<file path="config.mk">
export PLATFORM = sky130hd
export DESIGN_NAME = store_buffer_fwd
export DESIGN_NICKNAME = d
export VERILOG_FILES = /design/src/rtl/store_buffer_fwd.sv
export SDC_FILE = /design/constraint.sdc
export NUM_CORES = 1
export LEC_CHECK = 0
export BUFFER_PORTS_ARGS = -buffer_cell sky130_fd_sc_hd__buf_4
export CELL_PAD_IN_SITES_DETAIL_PLACEMENT = 1
export CELL_PAD_IN_SITES_GLOBAL_PLACEMENT = 2
export CORE_MARGIN = 2
export CORE_UTILIZATION = 39
export DETAILED_ROUTE_END_ITERATION = 8
export GPL_ROUTABILITY_DRIVEN = 0
export PLACE_DENSITY_LB_ADDON = 0.1
export SYNTH_ARGS = -nofsm -noshare
export SYNTH_HDL_FRONTEND = slang
export SYNTH_SLANG_ARGS = --single-unit
</file>
<file path="constraint.sdc">
create_clock -name clk -period 4.8 [get_ports clk]
set_input_delay 0.96 -clock clk [delete_from_list [all_inputs] [get_ports clk]]
set_output_delay 0.96 -clock clk [all_outputs]
set_load 0.005 [all_outputs]
</file>
<file path="src/rtl/store_buffer_fwd.sv">
// In-order store buffer with byte enables and store-to-load forwarding.
// Committed stores queue in a circular array and drain oldest-first to memory.
// Loads that hit a fully-written entry get the data forwarded; loads that hit
// a partially-written youngest entry are flagged to stall.
module store_buffer_fwd #(
    parameter int DEPTH  = 4,
    parameter int ADDR_W = 32,
    parameter int DATA_W = 32
) (
    input  logic                       clk,
    input  logic                       reset_n,
    input  logic                       st_valid,
    output logic                       st_ready,
    input  logic [ADDR_W-1:0]          st_addr,
    input  logic [DATA_W-1:0]          st_data,
    input  logic [DATA_W/8-1:0]        st_be,
    output logic                       mem_valid,
    input  logic                       mem_ready,
    output logic [ADDR_W-1:0]          mem_addr,
    output logic [DATA_W-1:0]          mem_data,
    output logic [DATA_W/8-1:0]        mem_be,
    input  logic [ADDR_W-1:0]          ld_addr,
    output logic                       fwd_hit,
    output logic [DATA_W-1:0]          fwd_data,
    output logic                       fwd_stall,
    output logic [$clog2(DEPTH):0]     count,
    output logic                       empty
);

    localparam int BE_W  = DATA_W / 8;
    localparam int PTR_W = $clog2(DEPTH);
    localparam int CNT_W = PTR_W + 1;
    localparam int OFF_W = $clog2(BE_W);
    // Word-address mask: drops the byte offset within a data word
    localparam logic [ADDR_W-1:0] WORD_MASK = {ADDR_W{1'b1}} << OFF_W;

    logic [ADDR_W-1:0] e_addr [DEPTH];
    logic [DATA_W-1:0] e_data [DEPTH];
    logic [BE_W-1:0]   e_be   [DEPTH];
    logic              e_vld  [DEPTH];

    logic [PTR_W-1:0]  head;
    logic [PTR_W-1:0]  tail;
    logic [CNT_W-1:0]  count_r;
    logic              push;
    logic              pop;

    logic              y_found;
    logic [DATA_W-1:0] y_data;
    logic [BE_W-1:0]   y_be;

    // Handshake and head-entry presentation
    always_comb begin
        empty     = (count_r == '0);
        st_ready  = (count_r != CNT_W'(DEPTH));
        mem_valid = !empty;
        push      = st_valid && st_ready;
        pop       = mem_valid && mem_ready;
        count     = count_r;
        mem_addr  = empty ? '0 : e_addr[head];
        mem_data  = empty ? '0 : e_data[head];
        mem_be    = empty ? '0 : e_be[head];
    end

    // Pointer, occupancy and valid-bit update
    always_ff @(posedge clk or negedge reset_n) begin
        if (!reset_n) begin
            head    <= '0;
            tail    <= '0;
            count_r <= '0;
            for (int unsigned i = 0; i < DEPTH; i++) begin
                e_vld[i] <= 1'b0;
            end
        end else begin
            if (push) begin
                e_vld[tail] <= 1'b1;
                tail        <= tail + 1'b1;
            end
            if (pop) begin
                e_vld[head] <= 1'b0;
                head        <= head + 1'b1;
            end
            case ({push, pop})
                2'b10:   count_r <= count_r + 1'b1;
                2'b01:   count_r <= count_r - 1'b1;
                default: count_r <= count_r;
            endcase
        end
    end

    // Entry payload storage; contents are meaningless while the valid bit is clear
    always_ff @(posedge clk) begin
        if (push) begin
            e_addr[tail] <= st_addr;
            e_data[tail] <= st_data;
            e_be[tail]   <= st_be;
        end
    end

    // Youngest-match search: walk oldest to youngest so the last match wins
    always_comb begin
        logic [PTR_W-1:0] idx;
        y_found = 1'b0;
        y_data  = '0;
        y_be    = '0;
        idx     = '0;
        for (int unsigned i = 0; i < DEPTH; i++) begin
            idx = head + PTR_W'(i);
            if (e_vld[idx] && (((e_addr[idx] ^ ld_addr) & WORD_MASK) == '0)) begin
                y_found = 1'b1;
                y_data  = e_data[idx];
                y_be    = e_be[idx];
            end
        end
        fwd_hit   = y_found && (y_be == '1);
        fwd_stall = y_found && (y_be != '1);
        fwd_data  = fwd_hit ? y_data : '0;
    end

endmodule

</file>
After elaboration in Yosys (flattened, before gate mapping)
Memory sizes are Yosys's and may differ from the RTL's.
Cells that the tools add are included.
W data, S select, Z words.
Operators by class
  add/subtract/negate cells: 6
  magnitude comparators: 7
  eq/ne operators: 5
  multiplexer cells: 37
  bitwise gates (word level): 12
  reductions and logical operators: 17
Operators with widths (number)
  $mux W32: 7
  $logic_not A32 Y1: 4
  $xor A32 B32 Y32: 4
  $mux W4: 7
  $mux W1: 16
  $ge A3 B3 Y1 const B: 5
  $not A2 Y3: 5
  $logic_and A1 B1 Y1: 10
  $bmux W1 S2: 4
  $lt A3 B1 Y1 const B: 2
  $pmux W3 S2: 1
  $add A2 B1 Y2 const B: 2
  $add A2 B2 Y2 const B: 2
  $and A4 B4 Y4: 1
  $demux W1 S2: 2
  $eq A4 B4 Y1 const B: 1
  $ne A4 B4 Y1 const B: 1
  $not A4 Y4: 1
  $or A4 B4 Y4: 1
  $add A3 B1 Y3 const B: 1
  $logic_not A3 Y1: 1
  $ne A3 B3 Y1 const B: 1
  $sub A3 B1 Y3 const B: 1
  $eq A2 B1 Y1 const B: 1
  other kinds (3): 3
Storage, ports and cells
  register bits: 11
  bits in writable memories: 272
  input bits: 104
  output and inout port bits: 108
  word-level logic and storage cells: 94
  memories: 3
Memories
  e_addr: depth 4, bits a word 32, rd ports 4, clocked after Yosys merged registers in 0, write ports 1, line 37  | logic [ADDR_W-1:0] e_addr [DEPTH];
  e_data: depth 4, bits a word 32, rd ports 4, clocked after Yosys merged registers in 0, write ports 1, line 38  | logic [DATA_W-1:0] e_data [DEPTH];
  e_be: depth 4, bits a word 4, rd ports 4, clocked after Yosys merged registers in 0, write ports 1, line 39  | logic [BE_W-1:0] e_be [DEPTH];

Depth between registers and ports, before layout
Gate-level depths: netlist of the first run.
  word-level depth: 12
  mapped depth: 20

Least setup slack after synthesis of the first run
No wires, ideal clock.
  path kind: flip-flop to output port
  start: register head[0]
  end: output fwd_data[13]
  arrival: 4.130 ns
  path slack: -0.290 ns
  stages on the path, launching flop included: 21
  cell sequence: dfrtp_1 buf_6 inv_1 buf_2 buf_2 buf_1 ha_1 buf_4 buf_8 buf_6 buf_8 mux2i_1 xnor2_1 o2111ai_1 a2111oi_0 nand4_1 a21oi_4 a21oi_2 a22oi_4 buf_4 a21boi_2
On the way
  longest elaborated chain between the ends: 12
Ends and longest elaborated chain
  start: declaration: line 42  | logic [PTR_W-1:0] head;
  start signal: assignment: line 81  | head <= head + 1'b1;
  branches (longest 11 deep; another with $mem_v2 Z4 W32)
  $mux W32 (*): line 117  | fwd_data = fwd_hit ? y_data : '0;
  end: declaration: line 24  | output logic [DATA_W-1:0] fwd_data,
Mark *: on every way between the ends. The select of a mux whose other input is x is not followed.

Worst setup path after layout of the first run
  start: register head[1]
  end: output fwd_data[16]
The elaborated chain is that of the path after synthesis.

==> summary.txt, run 1 <==
Status
  – Outcome: finished, violations left
  – Failing checks: setup timing

Timing
  – Hold Vio Cnt, Final: 0
  – Relative slew margins: 30.51%
  – Final worst-path cycle share: 110.9%
  – Skew final: 0.02208 ns
  – Worst Slack Setup Final: -0.5248 ns
  – Final setup viols: 34
  – RSZ-0062 raised after global routing: yes
  – Setup TNS Final: -16.41 ns
  – Final Max Slew Viols: 0
  – Min Tclk post-route: 5.325 ns
  – Max frequency: 0.1878 GHz
  – Worst hold slack: 0.2343 ns
  – Actual slew at the worst max-slew pin: 1.042 ns

Logic synthesis
  – Compound-gate portion of the synthesized area: 7.325%
  – Async SR Flop Fraction: 3.887%
  – Largest family of logic cells by synthesized area: multiplexers
  – Cell area after synthesis: 0.01893 mm^2
  – Number of enable flip-flop cells after synthesis: 272
  – Post-Synth XOR/XNOR Area: 4.720%
  – Netlist cell types: 64
  – Seq/Total Area, Yosys: 44.61%
  – Area share of and/or/nand/nor cells after synthesis: 7.814%
  – Most used DFF post-synth: edfxtp_1
  – Syn_nets: 1402
  – Synth Register Bits: 283
  – Synth Warn #: 0
  – Adder-cell share of the synthesized area: 0.7008%
  – Multiplexer share of the synthesized area: 30.84%
  – Cells after synthesis: 1288
  – Avg Inst Size Synth: 14.69 um^2

Cells and area
  – Most common cell after layout, fill and taps aside: buf_4
  – Commonest cells after routing, fill and taps aside: buf_4 (311), edfxtp_1 (272), mux4_2 (220), mux2i_1 (74), xnor2_1 (68)
  – Post-layout util: 49.84%
  – Share of layout cells above drive strength 1: 46.20%
  – Nets: 1679
  – Area Growth Syn to Fin: 25.99%

GRT
  – Largest net degree at the start of global routing: 55
  – Total Routing Usage GR: 23.47%
  – Wire length of the first global-routing pass: 87840 um
  – Gr ovfl total: 0
  – Vias in the first global route: 13582
  – Initial antenna violation count: 2

Drt
  – Routed Antenna Nets: 0
  – DRC: 0
  – Via count: 13239
  – Initial DRC Count: 955
  – WL final: 58590 um
  – DR WL/cell: 26.53 um
  – Vias/cell: 5.996
  – Pre-antenna DRT Iters: 5

Floorplanning
  – DIE WIDTH: 224.3 um
  – Cell Rows: 80
  – Total die area: 0.05031 mm^2
  – Number of I/O pins: 212
  – Core box area: 0.04785 mm^2
  – Starting Density: 39.56%
  – Chip height: 224.3 um

CTS
  – Hold_buf cts: 0
  – Num CTS Buffers: 35
  – Sink Count: 283
  – Clock tree buffer depth: 3
  – Clock transition at path regs: 0.06 ns
  – Worst-skew pair later-pin latency: 0.56 ns
  – H-tree Lvls: 2
  – CTS tree: done
  – Clock root buffer master: clkbuf_16

Setup path
  – Crit path to: fwd_data[16]
  – Critical Path RT: 3.84 ns
  – Worst r2r src: count[0]
  – Critical path startpoint: head[1]
  – CP endpoint kind: primary output
  – Worst-path maximum fanout: 8
  – Reg-to-Reg End: count[2]
  – Crit path DAT: 4.36 ns
  – Crit path kind: reg2out
  – Crit start category: flop
  – R2r worst-path depth: 9
  – R2R Setup Slk: 2.13 ns

Worst hold path
  – Min-delay worst type: in2async

Placed design
  – I/O Buffers: 209
  – Post-DP HPWL: 41780 um

Power
  – Lkg Pwr: 8.220 nW
  – Pwr Density: 677.0 mW/mm^2
  – Maximum VDD drop: 0.0004470 V

Run
  – MaxCap Viol Count: 0
==> power breakdown <==
| part | internal (W) | switching [W] | total [W] |
|---|---|---|---|
| clock network | 0.00173 | 0.00104 | 0.00276 |
| logic | 0.00515 | 0.00455 | 0.00970 |
| registers | 0.00330 | 0.000378 | 0.00368 |
==> per-stage QoR <==
step | setup slack (ns) | power (W) | std cells | instance area, um^2
6_report | -0.5248 | 0.01614 | 2208 | 23840
3_3_place_gp | -0.09767 | 0.01298 | 2131 | 22070
2_1_floorplan | 0.002152 | 0.009883 | 1288 | 19020
4_1_cts | -0.5762 | 0.01616 | 2204 | 23550
3_5_place_dp | -0.1323 | 0.01307 | 2131 | 22070
5_1_grt | -0.6825 | 0.01701 | 2206 | 23840
==> per-layer routing <==
metal  wire, um  track usage (%)  up-vias
li1           -                -     5797
met1      26530            34.13     6993
met2      27830            37.41      397
met3       3404            3.775       52
met4        824            4.999        0
met5          0                0        -
==> critical path, stage by stage (launching register included) <==
cell and delay, ns:
dfrtp_4 0.44, inv_4 0.05, ha_4 0.35, buf_12 0.13, buf_12 0.12, mux4_2 0.53
xor2_2 0.18, a2111oi_4 0.33, buf_4 0.18, nor4b_4 0.18, buf_4 0.19, buf_6 0.11
a211oi_4 0.06, buf_12 0.16, buf_4 0.15, a221o_1 0.31, nand3_1 0.13, a21boi_4 0.07
buf_6 0.11
==> timing repair <==
action / 4_1_cts / 5_1_grt
gates resized for setup: 35 / 52
cloned: 1 / 1
endpoints found under the setup margin: 34 / 34
pin swaps: 14 / 21
buffers inserted: 9 / 2
==> registers in the layout (all words and copies together) (netlist names) <==
name,cells
head,2
e_be,16
count,3
tail,2
e_data,128
e_vld,4
e_addr,128
==> how the worst min path moves through the flow <==
stage               startpoint  endpoint  slack, ns  cells after the start
floorplan             count[2]  count[2]       0.50                      1
global placement      count[2]  count[2]       0.51                      1
detailed placement    count[2]  count[2]       0.51                      1
CTS                    reset_n   tail[0]       0.21                      1
global route           reset_n  count[0]       0.23                      1
finish                 reset_n  count[0]       0.23                      1
==> cells in the mapped netlist, types with 32 or more instances <==
library cell / count / area (um^2)
mux2i_1: 78 / 780.8
edfxtp_1: 272 / 8168
nand2b_1: 34 / 212.7
and2_1: 64 / 400.4
xnor2_1: 77 / 674.4
mux4_2: 220 / 4955
nand3_1: 42 / 210.2
buf_2: 38 / 190.2
nand2_1: 67 / 251.5
clkbuf_1: 38 / 142.6
a221o_1: 32 / 320.3
==> cell type report <==
type | instances | area [um^2]
clock inverter | 13 | 205.2
fill | 4740 | 24000
antenna | 2 | 5.005
sequential | 283 | 8451
multi-input combinational | 864 | 10190
clock buffer | 50 | 1003
tap | 615 | 769.5
inverter | 25 | 98.84
timing repair buffer | 356 | 3120
==> cells by family (layout without fill, tap and decap cells) <==
logic type | count (synthesis) | in the layout
adders and majority gates | 10 | 10
muxes | 307 | 307
AOI/OAI and AO/OA | 168 | 168
xor gates and xnor gates | 102 | 102
DFF | 283 | 283
other | 0 | 2
buffers and inverters | 141 | 444
and+or+nand+nor | 277 | 277
Note: power is estimated with default switching activity, not from simulation.
==> run 2: changes to the inputs <==
BUFFER_PORTS_ARGS = default   (was -buffer_cell sky130_fd_sc_hd__buf_4)
CORE_UTILIZATION = 42   (was 39)
DONT_BUFFER_PORTS = 1   (was default)
==> run 2 against run 1 <==
  * The run still ends with setup timing left
  * Maximum frequency up 1.5%
  * Highest routed layer unchanged
  * Worst setup slack better by 0.080 ns
  * Sequential power about the same
  * First-iteration DRC count up 4.3%
  * Largest cell class unchanged
  * Hold slack worse by 0.14 ns
  * Global-route usage up 1.7 points
  * Cell count down 12%
==> summary.txt, run 2 (same netlist as run 1, synthesis figures left out) <==
Timing
  – Final worst-path cycle share: 109.3% (-1.7 points)
  – Actual slew at the worst max-slew pin: 1.061 ns (+0.01866 ns)
  – Final setup viols: 34 (unchanged)
  – Final Max Slew Viols: 0 (unchanged)
  – Relative slew margins: 29.27% (-1.2 points)
  – RSZ-0062 raised after global routing: yes
  – Min Tclk post-route: 5.245 ns (-0.07972 ns)
  – Hold Vio Cnt, Final: 0 (unchanged)
  – Skew final: 0.01325 ns (-0.008830 ns)
  – Max frequency: 0.1907 GHz (+1.5%)
  – Worst Slack Setup Final: -0.4451 ns (+0.07971 ns)

Drt
  – Vias/cell: 6.411 (+6.9%)
  – Pre-antenna DRT Iters: 4 (-1)
  – WL final: 58350 um (-0.40%)
  – DRC: 0 (unchanged)
  – DR WL/cell: 30.16 um (+14%)
  – Routed Antenna Nets: 0 (unchanged)
  – Via count: 12406 (-6.3%)
  – Initial DRC Count: 996 (+4.3%)

Setup path
  – CP endpoint kind: primary output
  – Worst-path maximum fanout: 14 (+6)
  – Slowest CP cell: mux4_2
  – CP cell instances: inv_4 > ha_4 > buf_12 > buf_6 > mux4_2 > xnor2_2 > buf_4 > nand4_1 > nor4b_4 > buf_4 > o2111a_1 > o21bai_2 > a22oi_4 > buf_12 > buf_12 > a21boi_4
  – CP Buf/Inv Count: 7 (-2)
  – Crit path DAT: 4.29 ns (-0.07 ns)
  – Critical Path RT: 3.84 ns (about the same)
  – Cell family with most CP delay: buffers and inverters
  – Most numerous cell on the critical path: buf_12
  – Crit start category: flop
  – Crit path largest cell delay: 0.52 ns (about the same)
  – Crit path kind: reg2out

Floorplanning
  – Number of I/O pins: 212 (unchanged)
  – DIE WIDTH: 216.3 um (-3.6%)
  – Cell Rows: 77 (-3.8%)
  – Starting Density: 42.70% (+3.1 points)
  – Core box area: 0.04432 mm^2 (-7.4%)
  – Total die area: 0.04677 mm^2 (-7.0%)
  – Chip height: 216.3 um (-3.6%)

CTS
  – Hold_buf cts: 0 (unchanged)
  – Sink Count: 283 (unchanged)
  – Clock transition at path regs: 0.06 ns (about the same)
  – CTS tree: done
  – H-tree Lvls: 2 (unchanged)
  – Clock root buffer master: clkbuf_16
  – Worst-skew pair later-pin latency: 0.55 ns (about the same)
  – Num CTS Buffers: 35 (unchanged)
  – Clock tree buffer depth: 3 (unchanged)

Placed design
  – Post-DP HPWL: 39850 um (-4.6%)
  – I/O Buffers: 0 (-100%)
  – DP Worst Slack: -0.1031 ns (+0.02920 ns)

Power
  – Lkg Pwr: 6.969 nW (-15%)
  – Pwr Density: 692.8 mW/mm^2 (+2.3%)
  – Maximum VDD drop: 0.0006855 V (+53%)

GRT
  – Initial antenna violation count: 1 (-1)
  – Largest net degree at the start of global routing: 140 (+150%)
  – Wire length of the first global-routing pass: 87800 um (about the same)
  – Vias in the first global route: 13090 (-3.6%)
  – Gr ovfl total: 0 (unchanged)
  – Total Routing Usage GR: 25.12% (+1.7 points)

Cells and area
  – Post-layout util: 49.34% (-0.49 points)
  – Nets: 1432 (-15%)
  – Share of layout cells above drive strength 1: 34.43% (-12 points)
  – Number of fillers in the final layout: 4232 (-11%)
  – Top Registers: e_addr: 128 flops, e_data: 128 flops, e_be: 16 flops
  – Most common cell after layout, fill and taps aside: edfxtp_1
  – Commonest cells after routing, fill and taps aside: edfxtp_1 (272), mux4_2 (220), buf_4 (77), mux2i_1 (76), xnor2_1 (73)
  – Area Growth Syn to Fin: 15.54%

Status
  – Outcome: finished, violations left
  – Failing checks: setup timing

Worst hold path
  – Min-delay worst type: in2async

Run
  – MaxCap Viol Count: 0 (unchanged)
==> run 2: path summary, 6_finish.rpt <==
check | from | endpoint | slack (ns) | depth (start not counted)
worst max-delay path | head[0] | fwd_data[20] | -0.45 | 16
worst min-delay path | reset_n | e_vld[1] | 0.1 | 0
worst max register to register | count[0] | count[2] | 2.10 | 9
worst min register to register | count[2] | count[2] | 0.55 | 1
max in group asynchronous | reset_n | head[1] | 4.62 | 0
min in group clk | st_addr[25] | e_addr[3][25] | 0.50 | 0
==> run 2: per-stage QoR <==
stage | power, W | area [um^2] | setup TNS, ns | std cells | hold slack [ns]
after floorplan | 0.009883 | 19020 | 0 | 1288 | 0.4962
after detailed placement | 0.01202 | 20080 | -0.7485 | 1856 | 0.5389
after global routing | 0.01595 | 21860 | -17.92 | 1934 | 0.07378
after global placement | 0.01195 | 20080 | -0.2194 | 1856 | 0.5340
after CTS | 0.01517 | 21710 | -15.18 | 1931 | 0.06513
final | 0.01515 | 21870 | -13.22 | 1935 | 0.09607
==> run 2: cell type report <==
cell class                 count  area, um^2  area share (%)
multi-input combinational    864       10170           46.51
sequential                   283        8451           38.65
timing repair buffer         109        1247           5.705
clock buffer                  47       972.2           4.446
tap                          592       740.7           3.387
clock inverter                14       187.7          0.8583
inverter                      25       96.34          0.4406
antenna                        1       2.502         0.01144
==> run 2: worst reg2reg max path, delay by kind of cell, from the launching register on <==
family | cells | cell delay, ns
XOR/XNOR | 2 | 0.31
buffers and inverters | 2 | 0.51
flip-flops | 1 | 0.42
adder cells (fa/ha/maj) | 2 | 0.64
AND/OR/NAND/NOR | 3 | 0.75
==> run 2: timing repair <==
action | in CTS | in global routing
setup buffers | 9 | 3
resized for setup | 45 | 22
gates cloned | 5 | 0
setup endpoints to repair | 34 | 34
pin swaps | 8 | 10
==> run 2: power by group <==
| part | leakage, nW | total [W] | internal (W) | switching [W] |
|---|---|---|---|---|
| clock | 0.562 | 0.00269 | 0.00164 | 0.00105 |
| sequential | 2.62 | 0.00368 | 0.00330 | 0.000385 |
| combinational | 3.79 | 0.00877 | 0.00444 | 0.00434 |
==> run 2: routing by layer <==
metal,part of all wire [%],up-vias,track usage [%]
li1,-,5303,-
met1,45,6664,35.97
met2,47,374,39.03
met3,6.9,65,5.993
met4,1.9,0,5.616
met5,0,-,0
==> run 3: changes to the inputs <==
ABC_AREA = 1   (was default)
ABC_CLOCK_PERIOD_IN_PS = 4800   (was default)
CORE_UTILIZATION = 34   (was 42)
SETUP_SLACK_MARGIN = 0.05   (was default)
==> run 3 against run 2 <==
  * The flow now finishes without violations
  * Maximum frequency is 13% higher
  * Clock power is 4% higher
  * Final area hardly changed
  * Sequential power is 5% lower
  * Sequential share of layout area hardly changed
  * Flip-flop and latch count stayed put
  * Core utilization is 8.8 points lower
  * Clock skew is 0.0032 ns higher
  * Critical path type unchanged
  * Largest cell class unchanged
==> summary.txt, run 3 <==
Status
  – Outcome: finished clean

Cells and area
  – Area Growth Syn to Fin: 17.75%
  – Ant diodes: 0 (-1)
  – Most common cell after layout, fill and taps aside: nand2_1
  – Post-layout util: 40.57% (-8.8 points)
  – Number of fillers in the final layout: 6460 (+53%)
  – FF/Latch Area: 0.008448 mm^2 (about the same)
  – Nets: 2596 (+81%)
  – Top Registers: e_addr: 128 flops, e_data: 128 flops, e_be: 16 flops
  – Commonest cells after routing, fill and taps aside: nand2_1 (828), nand3_1 (355), edfxtp_1 (272), o21ai_0 (224), nor2_1 (170)
  – Footprint of the multi-input gates: 0.009210 mm^2 (-9.4%)
  – Share of layout cells above drive strength 1: 10.95% (-23 points)

Logic synthesis
  – Seq/Total Area, Yosys: 45.45% (+0.84 points)
  – Most used DFF post-synth: edfxtp_1
  – Number of enable flip-flop cells after synthesis: 272 (unchanged)
  – Avg Inst Size Synth: 7.463 um^2 (-49%)
  – Cell area after synthesis: 0.01858 mm^2 (-1.8%)
  – Synth Register Bits: 283 (unchanged)
  – Top area cells in the synthesized netlist: edfxtp_1 (44%), nand2_1 (17%), nand3_1 (10%)
  – Synth top area share: 43.97% (+0.81 points)
  – Synth area leader: edfxtp_1
  – Netlist cell types: 32 (-50%)
  – Post-synth top cells: nand2_1 (859), nand3_1 (374), edfxtp_1 (272)
  – Async SR Flop Fraction: 3.887% (unchanged)
  – Syn_nets: 2603 (+86%)
  – Cells after synthesis: 2489 (+93%)
  – Count leader, synth: nand2_1
  – Synth Warn #: 0 (unchanged)

CTS
  – Worst-skew pair later-pin latency: 0.56 ns (about the same)
  – H-tree Lvls: 2 (unchanged)
  – Clock transition at path regs: 0.06 ns (about the same)
  – Sink Count: 283 (unchanged)
  – Clock tree buffer depth: 3 (unchanged)
  – Num CTS Buffers: 38 (+8.6%)
  – Clock root buffer master: clkbuf_16
  – Hold_buf cts: 0 (unchanged)
  – CTS tree: done

Timing
  – RSZ-0062 raised after global routing: yes
  – Worst Slack Setup Final: 0.1444 ns (+0.5894 ns)
  – Min Tclk post-route: 4.656 ns (-0.5894 ns)
  – Final Max Slew Viols: 0 (unchanged)
  – Final worst-path cycle share: 96.99% (-12 points)
  – Max frequency: 0.2148 GHz (+13%)
  – Setup TNS Final: 0 ns (+13.22 ns)
  – Actual slew at the worst max-slew pin: 0.8964 ns (-0.1646 ns)
  – Final setup viols: 0 (-100%)
  – Relative slew margins: 40.10% (+11 points)
  – Skew final: 0.01644 ns (+0.003189 ns)
  – Worst hold slack: 0.08585 ns (-0.01022 ns)
  – Hold Vio Cnt, Final: 0 (unchanged)

Worst hold path
  – Min-delay worst type: in2async

Setup path
  – Worst r2r src: count[1]
  – Crit path DAT: 3.70 ns (-0.59 ns)
  – CP endpoint kind: primary output
  – Crit start category: flop
  – Critical path startpoint: head[0]
  – Worst-path maximum fanout: 21 (+7)
  – Critical Path RT: 3.84 ns (about the same)
  – Crit path kind: reg2out

Drt
  – DR WL/cell: 23.32 um (-23%)
  – DRC: 0 (unchanged)
  – Met1 WL: 31190 um (+20%)
  – Vias/cell: 5.395 (-16%)
  – Via count: 17307 (+40%)
  – Routed Antenna Nets: 0 (unchanged)
  – Top Layer Used: met4
  – Initial DRC Count: 886 (-11%)
  – Met2 wire length: 37460 um (+38%)
  – WL final: 74810 um (+28%)
  – Routed wl met3: 3816 um (-5.8%)
  – Pre-antenna DRT Iters: 5 (+1)

GRT
  – Largest net degree at the start of global routing: 78 (-44%)
  – Initial antenna violation count: 0 (-1)
  – Wire length of the first global-routing pass: 108100 um (+23%)
  – Gr ovfl total: 0 (unchanged)
  – Vias in the first global route: 17711 (+35%)
  – Total Routing Usage GR: 25.43% (+0.31 points)

Run
  – MaxCap Viol Count: 0 (unchanged)

Power
  – Maximum VDD drop: 0.0002996 V (-56%)
  – Lkg Pwr: 9.355 nW (+34%)
  – Pwr Density: 762.7 mW/mm^2 (+10%)
  – Overall Power: 0.01668 W (+10%)

Floorplanning
  – DIE WIDTH: 237.7 um (+9.9%)
  – Total die area: 0.05652 mm^2 (+21%)
  – Number of I/O pins: 212 (unchanged)
  – Core box area: 0.05392 mm^2 (+22%)
  – Chip height: 237.7 um (+9.9%)
  – Cell Rows: 85 (+10%)
  – Starting Density: 34.45% (-8.3 points)

Placed design
  – I/O Buffers: 0 (unchanged)
  – Post-DP HPWL: 47160 um (+18%)
  – DP Worst Slack: 0.1908 ns (+0.2939 ns)
==> run 3: cell types whose count changed in the layout (fill, tap and decap cells not counted), sizes merged, moves of 75 or more <==
cell / delta
nand3: +332
a21oi: +95
o21ai: +217
nand2: +793
mux4: -220
inv: +131
xnor2: -75
nor2: +205
==> run 3: metrics by stage <==
| step | instance area (um^2) | std cells |
|---|---|---|
| finish | 21870 | 3208 |
| global route | 21870 | 3208 |
| CTS | 21120 | 3179 |
| detailed placement | 19280 | 3086 |
| global placement | 19280 | 3086 |
| floorplan | 18580 | 2489 |
==> run 3: report_power, final <==
| part | internal (W) | switching (W) |
|---|---|---|
| Sequential | 0.00328 | 0.000233 |
| Combinational | 0.00338 | 0.00700 |
| Clock | 0.00165 | 0.00114 |
==> run 3: cells by family after synthesis <==
family | count (synthesis) | synth area share [%]
XOR/XNOR | 13 | 0.6129
AO/OA/AOI/OAI | 352 | 9.598
multiplexers | 67 | 3.610
adder cells (fa/ha/maj) | 10 | 0.7140
flip-flops | 283 | 45.45
AND/OR/NAND/NOR | 1469 | 32.81
buffers and inverters | 295 | 7.207
==> run 3: worst max-delay path, stage by stage, from the launching register on <==
cell and delay, ns:
dfrtp_4 0.54, buf_4 0.16, buf_4 0.16, buf_16 0.18, nand2_1 0.10, nand3_1 0.08
nand2_1 0.11, o21ai_0 0.08, buf_4 0.16, nor2_1 0.10, nand2_1 0.06, nor2_1 0.17
nand2_1 0.12, nor2_4 0.27, a21oi_1 0.14, nand2_2 0.12, nand2_4 0.10, buf_12 0.18
buf_12 0.15, nor2_4 0.12
==> run 3: timing repair <==
action,CTS,global route
pin swaps,6,38
gates resized for setup,54,95
endpoints found under the setup margin,34,34
buffers inserted,13,16
cloned,10,13
==> run 3: final timing paths <==
path                           endpoint  slack (ns)  cells past startpoint
max in group asynchronous       head[0]        4.64                      0
min in group clk           e_addr[2][1]        0.49                      0
min reg2reg                    e_vld[0]        0.55                      2
max reg2reg                    count[1]        1.91                      9
min                             head[1]        0.09                      0
max                         fwd_data[6]        0.14                     19
==> run 3: layout make-up <==
cell class,instances,share of cell area [%]
Clock inverter,22,0.9037
Clock buffer,48,4.610
Timing Repair Buffer,93,6.892
Tap cell,696,3.981
Inverter,153,2.774
Timing Repair inverter,2,0.1144
Sequential cell,283,38.62
Multi-Input combinational cell,1911,42.10
==> run 3: layer usage <==
layer	GRT usage, %	up-vias
met5	0	-
met4	9.605	0
met3	5.284	110
met2	44.95	336
met1	30.28	8527
li1	-	8334
